$ cat config.mk
export PLATFORM = sky130hd
export DESIGN_NAME = dmem_port_arbiter
export DESIGN_NICKNAME = d
export VERILOG_FILES = /design/src/rtl/dmem_pkg.sv /design/src/rtl/dmem_lane_align.sv /design/src/rtl/dmem_port_arbiter.sv
export SDC_FILE = /design/constraint.sdc
export NUM_CORES = 1
export LEC_CHECK = 0
export CAP_MARGIN = 10
export CORE_UTILIZATION = 30
export CTS_CLUSTER_DIAMETER = 50
export CTS_CLUSTER_SIZE = 28
export DETAILED_ROUTE_END_ITERATION = 7
export SLEW_MARGIN = 20
export SYNTH_ARGS = -nofsm -noshare
export SYNTH_HDL_FRONTEND = slang
export SYNTH_SLANG_ARGS = --single-unit
$ cat constraint.sdc
create_clock -name clk -period 2.59 [get_ports clk]
set_clock_uncertainty 0.2 [all_clocks]
set_input_delay 0.259 -clock clk [delete_from_list [all_inputs] [get_ports clk]]
set_output_delay 0.259 -clock clk [all_outputs]
set_load 0.02 [all_outputs]
$ cat src/rtl/dmem_pkg.sv
// Shared types and funct3 encodings for the data-memory port arbiter.
package dmem_pkg;

    localparam logic [2:0] F3_B  = 3'b000;
    localparam logic [2:0] F3_H  = 3'b001;
    localparam logic [2:0] F3_W  = 3'b010;
    localparam logic [2:0] F3_BU = 3'b100;
    localparam logic [2:0] F3_HU = 3'b101;

    typedef enum logic [1:0] {
        IDLE,
        ACCESS,
        RESP
    } state_e;

    typedef enum logic {
        OWN_C,
        OWN_D
    } owner_e;

endpackage

$ cat src/rtl/dmem_lane_align.sv
// Byte-lane steering for stores, load extraction/extension, and access legality check.
module dmem_lane_align
    import dmem_pkg::*;
#(
    parameter int unsigned DATA_W = 32
) (
    input  logic [2:0]        funct3,
    input  logic              we,
    input  logic [1:0]        offset,
    input  logic [DATA_W-1:0] wdata,
    input  logic [DATA_W-1:0] mem_rdata,
    output logic [3:0]        mem_wr,
    output logic [DATA_W-1:0] mem_wdata,
    output logic [DATA_W-1:0] load_data,
    output logic              err
);

    logic        illegal;
    logic        misaligned;
    logic [7:0]  rd_byte;
    logic [15:0] rd_half;

    assign rd_byte = mem_rdata[{offset, 3'b000} +: 8];
    assign rd_half = offset[1] ? mem_rdata[31:16] : mem_rdata[15:0];

    always_comb begin
        mem_wr     = 4'b0000;
        mem_wdata  = '0;
        load_data  = '0;
        illegal    = 1'b0;
        misaligned = 1'b0;
        case (funct3)
            F3_B: begin
                mem_wr    = 4'b0001 << offset;
                mem_wdata = {4{wdata[7:0]}};
                load_data = {{24{rd_byte[7]}}, rd_byte};
            end
            F3_H: begin
                misaligned = offset[0];
                mem_wr     = offset[1] ? 4'b1100 : 4'b0011;
                mem_wdata  = {2{wdata[15:0]}};
                load_data  = {{16{rd_half[15]}}, rd_half};
            end
            F3_W: begin
                misaligned = (offset != 2'b00);
                mem_wr     = 4'b1111;
                mem_wdata  = wdata;
                load_data  = mem_rdata;
            end
            F3_BU: begin
                illegal   = we;
                load_data = {24'h000000, rd_byte};
            end
            F3_HU: begin
                illegal    = we;
                misaligned = offset[0];
                load_data  = {16'h0000, rd_half};
            end
            default: illegal = 1'b1;
        endcase

        err = illegal | misaligned;
        // Loads and faulting accesses never touch memory; stores and faults return zero data.
        if (err || !we) begin
            mem_wr    = 4'b0000;
            mem_wdata = '0;
        end
        if (err || we) begin
            load_data = '0;
        end
    end

endmodule

$ cat src/rtl/dmem_port_arbiter.sv
// Two-requester data-memory front end: C-priority arbitration with D starvation guard,
// fixed IDLE/ACCESS/RESP sequencing, one access in flight.
module dmem_port_arbiter
    import dmem_pkg::*;
#(
    parameter int unsigned DM_ADDRESS = 9,
    parameter int unsigned DATA_W     = 32,
    parameter int unsigned MAX_WAIT   = 8
) (
    input  logic                  clk,
    input  logic                  rst_n,
    input  logic                  c_req_valid,
    output logic                  c_req_ready,
    input  logic                  c_we,
    input  logic [2:0]            c_funct3,
    input  logic [DM_ADDRESS-1:0] c_addr,
    input  logic [DATA_W-1:0]     c_wdata,
    output logic                  c_rsp_valid,
    output logic                  c_rsp_err,
    output logic [DATA_W-1:0]     c_rdata,
    input  logic                  d_req_valid,
    output logic                  d_req_ready,
    input  logic                  d_we,
    input  logic [2:0]            d_funct3,
    input  logic [DM_ADDRESS-1:0] d_addr,
    input  logic [DATA_W-1:0]     d_wdata,
    output logic                  d_rsp_valid,
    output logic                  d_rsp_err,
    output logic [DATA_W-1:0]     d_rdata,
    output logic [31:0]           mem_addr,
    output logic [DATA_W-1:0]     mem_wdata,
    output logic [3:0]            mem_wr,
    input  logic [DATA_W-1:0]     mem_rdata
);

    localparam int unsigned WaitW = $clog2(MAX_WAIT + 1);

    state_e                state_q, state_d;
    owner_e                owner_q, owner_d;
    logic                  we_q, we_d;
    logic [2:0]            funct3_q, funct3_d;
    logic [DM_ADDRESS-1:0] addr_q, addr_d;
    logic [DATA_W-1:0]     wdata_q, wdata_d;
    logic [WaitW-1:0]      wait_q, wait_d;
    logic                  rsp_valid_q, rsp_valid_d;
    logic                  rsp_err_q, rsp_err_d;
    logic [DATA_W-1:0]     rsp_rdata_q, rsp_rdata_d;

    logic                  grant_c, grant_d, force_d;
    logic [3:0]            lane_wr;
    logic [DATA_W-1:0]     lane_wdata;
    logic [DATA_W-1:0]     lane_rdata;
    logic                  lane_err;

    dmem_lane_align #(
        .DATA_W (DATA_W)
    ) u_lane_align (
        .funct3    (funct3_q),
        .we        (we_q),
        .offset    (addr_q[1:0]),
        .wdata     (wdata_q),
        .mem_rdata (mem_rdata),
        .mem_wr    (lane_wr),
        .mem_wdata (lane_wdata),
        .load_data (lane_rdata),
        .err       (lane_err)
    );

    assign force_d = d_req_valid && (wait_q == WaitW'(MAX_WAIT));

    always_comb begin
        state_d     = state_q;
        owner_d     = owner_q;
        we_d        = we_q;
        funct3_d    = funct3_q;
        addr_d      = addr_q;
        wdata_d     = wdata_q;
        wait_d      = wait_q;
        rsp_valid_d = 1'b0;
        rsp_err_d   = 1'b0;
        rsp_rdata_d = '0;
        grant_c     = 1'b0;
        grant_d     = 1'b0;

        if (!d_req_valid) begin
            wait_d = '0;
        end

        case (state_q)
            IDLE: begin
                grant_d = d_req_valid && (force_d || !c_req_valid);
                grant_c = c_req_valid && !grant_d;
                if (grant_c) begin
                    owner_d  = OWN_C;
                    we_d     = c_we;
                    funct3_d = c_funct3;
                    addr_d   = c_addr;
                    wdata_d  = c_wdata;
                    state_d  = ACCESS;
                end else if (grant_d) begin
                    owner_d  = OWN_D;
                    we_d     = d_we;
                    funct3_d = d_funct3;
                    addr_d   = d_addr;
                    wdata_d  = d_wdata;
                    state_d  = ACCESS;
                end
                if (!d_req_valid || grant_d) begin
                    wait_d = '0;
                end else if (wait_q != WaitW'(MAX_WAIT)) begin
                    wait_d = wait_q + WaitW'(1);
                end
            end
            ACCESS: state_d = RESP;
            RESP: begin
                rsp_valid_d = 1'b1;
                rsp_err_d   = lane_err;
                rsp_rdata_d = lane_rdata;
                state_d     = IDLE;
            end
            default: state_d = IDLE;
        endcase
    end

    always_ff @(posedge clk or negedge rst_n) begin
        if (!rst_n) begin
            state_q     <= IDLE;
            owner_q     <= OWN_C;
            we_q        <= 1'b0;
            funct3_q    <= 3'b000;
            addr_q      <= '0;
            wdata_q     <= '0;
            wait_q      <= '0;
            rsp_valid_q <= 1'b0;
            rsp_err_q   <= 1'b0;
            rsp_rdata_q <= '0;
        end else begin
            state_q     <= state_d;
            owner_q     <= owner_d;
            we_q        <= we_d;
            funct3_q    <= funct3_d;
            addr_q      <= addr_d;
            wdata_q     <= wdata_d;
            wait_q      <= wait_d;
            rsp_valid_q <= rsp_valid_d;
            rsp_err_q   <= rsp_err_d;
            rsp_rdata_q <= rsp_rdata_d;
        end
    end

    // Ready is gated by reset so every output reads zero while rst_n is held low.
    assign c_req_ready = rst_n && grant_c;
    assign d_req_ready = rst_n && grant_d;

    // Address stays up through RESP so the inverted-clock memory keeps returning the same word.
    assign mem_addr  = (state_q != IDLE)
                     ? {{(32 - DM_ADDRESS){1'b0}}, addr_q[DM_ADDRESS-1:2], 2'b00} : 32'h0;
    assign mem_wr    = (state_q == ACCESS) ? lane_wr : 4'b0000;
    assign mem_wdata = (state_q == ACCESS) ? lane_wdata : '0;

    assign c_rsp_valid = rsp_valid_q && (owner_q == OWN_C);
    assign c_rsp_err   = rsp_err_q && (owner_q == OWN_C);
    assign c_rdata     = (owner_q == OWN_C) ? rsp_rdata_q : '0;
    assign d_rsp_valid = rsp_valid_q && (owner_q == OWN_D);
    assign d_rsp_err   = rsp_err_q && (owner_q == OWN_D);
    assign d_rdata     = (owner_q == OWN_D) ? rsp_rdata_q : '0;

endmodule

==> flow_summary.ini <==
[placement]
hpwl_microns = 14000
finalWeightedCongestion = 0.772
io_buffers = 238

[global_routing]
grt_pass1_wl_microns = 28700
gr-total-overflow = 0
grt_max_degree = 73
antenna_found_initial = 0
grt_use_total_pct = 20.6
grt_pass1_vias = 4977

[routing]
drt_first_pass_iters = 5
drtIter0Drc = 287
vias_per_cell = 4.73
wl_per_cell_microns = 16.8
antenna_left = 0
via_count = 5279
drc = 0
wirelength_microns = 18800

[power_and_ir_drop]
p_comb_share_pct = 50.4
power_frac_clock_pct = 19.1
switching_share_pct = 41.1
seq_power_share_pct = 30.5
p_int_mw = 4.19
p_sw_mw = 2.93
vdd_drop_max_mv = 0.351
p_per_area_nw_per_um2 = 857
power.leakage_nw = 3.55

[logic_synthesis]
synth_top_area_share_pct = 39.3
netlist_area_sq_um = 5470
synth.distinct_cells = 47
synth_edf_count = 0
synthArstFlopShare_pct = 100
synth_flop_cell = dfrtp_1
synth-seq-cells = 86
yosys_warnings = 0
yosysMostFrequentCell = nand2_1
ys_top_cells_by_count = nand2_1 (113), nor2_1 (95), dfrtp_1 (86), a31oi_1 (46), nor2b_1 (46)
synthTopCellsByArea = dfrtp_1 (39%), nand2_1 (7.8%), nor2_1 (6.5%)
seq_area_frac_synth_pct = 39.3
syn_area_per_cell_sq_um = 8.26
synth_top_cell_by_area = dfrtp_1
netlist_instances = 662

[setup_path]
criticalPathCategory = flop to primary output
crit_chain = or2_1 > and2_1 > clkdlybuf4s50_1
critical_path_arrival_ns = 2.00
crit_family = simple AND/OR/NAND/NOR gates
cp-start-kind = flop
crit_slowest_cell = clkdlybuf4s50_1
cp-end-kind = primary output
critical_path_buf_inv_count = 1
required_ns = 2.13
crit_path_max_incr_delay_ns = 0.62
path_depth = 3
crit_fanout = 13
reg2reg_depth = 7

[finish]
n_fill_cell = 1806
drive_gt1_share_pct = 9.01
area_growth_pct = 51.8
final_nets = 1014
antenna_cells = 0

[floorplanning]
start_util_pct = 30.6
dieHeight_microns = 137
core-area_sq_um = 17900
pin_count = 264
die_x_microns = 137
dieArea_sq_um = 18800
placementRows = 49

[run_status]
outcome = completed

[cts]
clk_pin_slew_ns = 0.06
root_buffer = clkbuf_16
cts_tree = built
cts.sinks = 86
clk_path_buf_depth = 2
cts_buffers = 9
clock_latency_ns = 0.34
htreeDepth = 3

[sta]
min_period_ns = 2.46
holdWs_ns = 0.146
relSlewSlack_pct = 54.0
max_freq_ghz = 0.407
final_hold_viol_count = 0
fin_crit_sh_pct = 94.8
setup-tns-final_ns = 0
tightestPinTransition_ns = 0.687
drv_slew = 0
rsz0062_at_grt = false
setup_viol = 0

[min_path]
hold_path.class = primary input to asynchronous set/reset pin

[flow_run]
cap_viol_max_count = 0
## per-stage QoR
| step | instances | setup slack, ns | power (mW) | utilization, % | area (sq um) |
|---|---|---|---|---|---|
| after global routing | 1117 | 0.00494 | 7.64 | 46.4 | 8300 |
| after global placement | 1101 | 0.134 | 5.80 | 44.6 | 7980 |
| after CTS | 1116 | 0.0213 | 7.20 | 46.2 | 8260 |
| final | 1117 | 0.134 | 7.11 | 46.4 | 8300 |
| after floorplan | 686 | 0.627 | 4.58 | - | 5560 |
| after detailed placement | 1101 | 0.166 | 5.80 | 44.6 | 7980 |
## cells in the final DEF (no fill, tap or decap), drive strengths merged, types with 3 or more instances in the layout
master	Yosys	layout
a31oi	46	46
nor3b	4	4
a222oi	6	6
mux2	11	11
clkdlybuf4s50	0	199
a2bb2oi	16	16
nand2	113	113
clkbuf	10	12
nand2b	4	4
a22oi	18	18
a21oi	51	51
nor3	3	3
nand3	6	6
buf	67	29
nor2	96	96
inv	15	15
and2	42	42
dlygate4sd2	0	32
dfrtp	86	86
nor2b	47	47
o21ai	3	3
conb	1	25
## final cells by class
cell class	count	area [sq um]	share of cell area (%)
Sequential cell	86	2150	26.0
Clock inverter	2	60.1	0.723
Tap cell	229	287	3.45
Inverter	15	56.3	0.678
Multi-Input combinational cell	508	2860	34.5
Clock buffer	11	233	2.80
Timing Repair Buffer	266	2650	31.9
## power by group through the flow
| stage | logic (mW) | clock network (mW) | registers [mW] |
|---|---|---|---|
| final | 3.59 | 1.36 | 2.17 |
| after global routing | 3.96 | 1.45 | 2.23 |
| after CTS | 3.61 | 1.40 | 2.19 |
| after detailed placement | 3.60 | 0 | 2.20 |
| after global placement | 3.60 | 0 | 2.19 |
| after floorplan | 2.58 | 0 | 2.00 |
## path summary, 6_finish.rpt
| check | end | slack [ns] | start |
|---|---|---|---|
| hold reg to reg | addr_q[4] | 0.34 | addr_q[4] |
| min in group clk | wdata_q[0] | 0.26 | d_wdata[0] |
| setup / recovery | mem_addr[3] | 0.13 | state_q[0] |
| hold / removal | addr_q[6] | 0.15 | rst_n |
| setup reg to reg | funct3_q[1] | 0.54 | wait_q[0] |
| max in group asynchronous | wdata_q[30] | 1.13 | rst_n |
## registers in the layout, summed over array words and instances (netlist names)
register / flops
state_q: 2
addr_q: 9
wait_q: 4
owner_q: 1
wdata_q: 32
rsp_err_q: 1
funct3_q: 3
we_q: 1
rsp_valid_q: 1
rsp_rdata_q: 32
## per-layer routing
metal  wire, microns  vias up  track usage, %
met4             263        0            6.96
li1                -     2626               -
met5               0        -               0
met2            9030      211            34.3
met3            1570       13            5.19
met1            7910     2429            25.7
## what timing repair did
item,CTS,global route
gates resized for setup,37,6
endpoints found under the setup margin,35,5
hold endpoints to repair,14,0
pin swaps,1,0
setup buffers,1,0
hold buffers,1,0
## cells by family after synthesis
kind of cell    after synthesis  synth area share, %
buf+inv                      92                 10.4
fa+ha+maj                     2                0.457
flops                        86                 39.3
other cells                   1               0.0686
compound gates              145                 18.3
mux                          13                 2.93
simple gates                323                 28.5
Power figures use the tool's default switching activity.
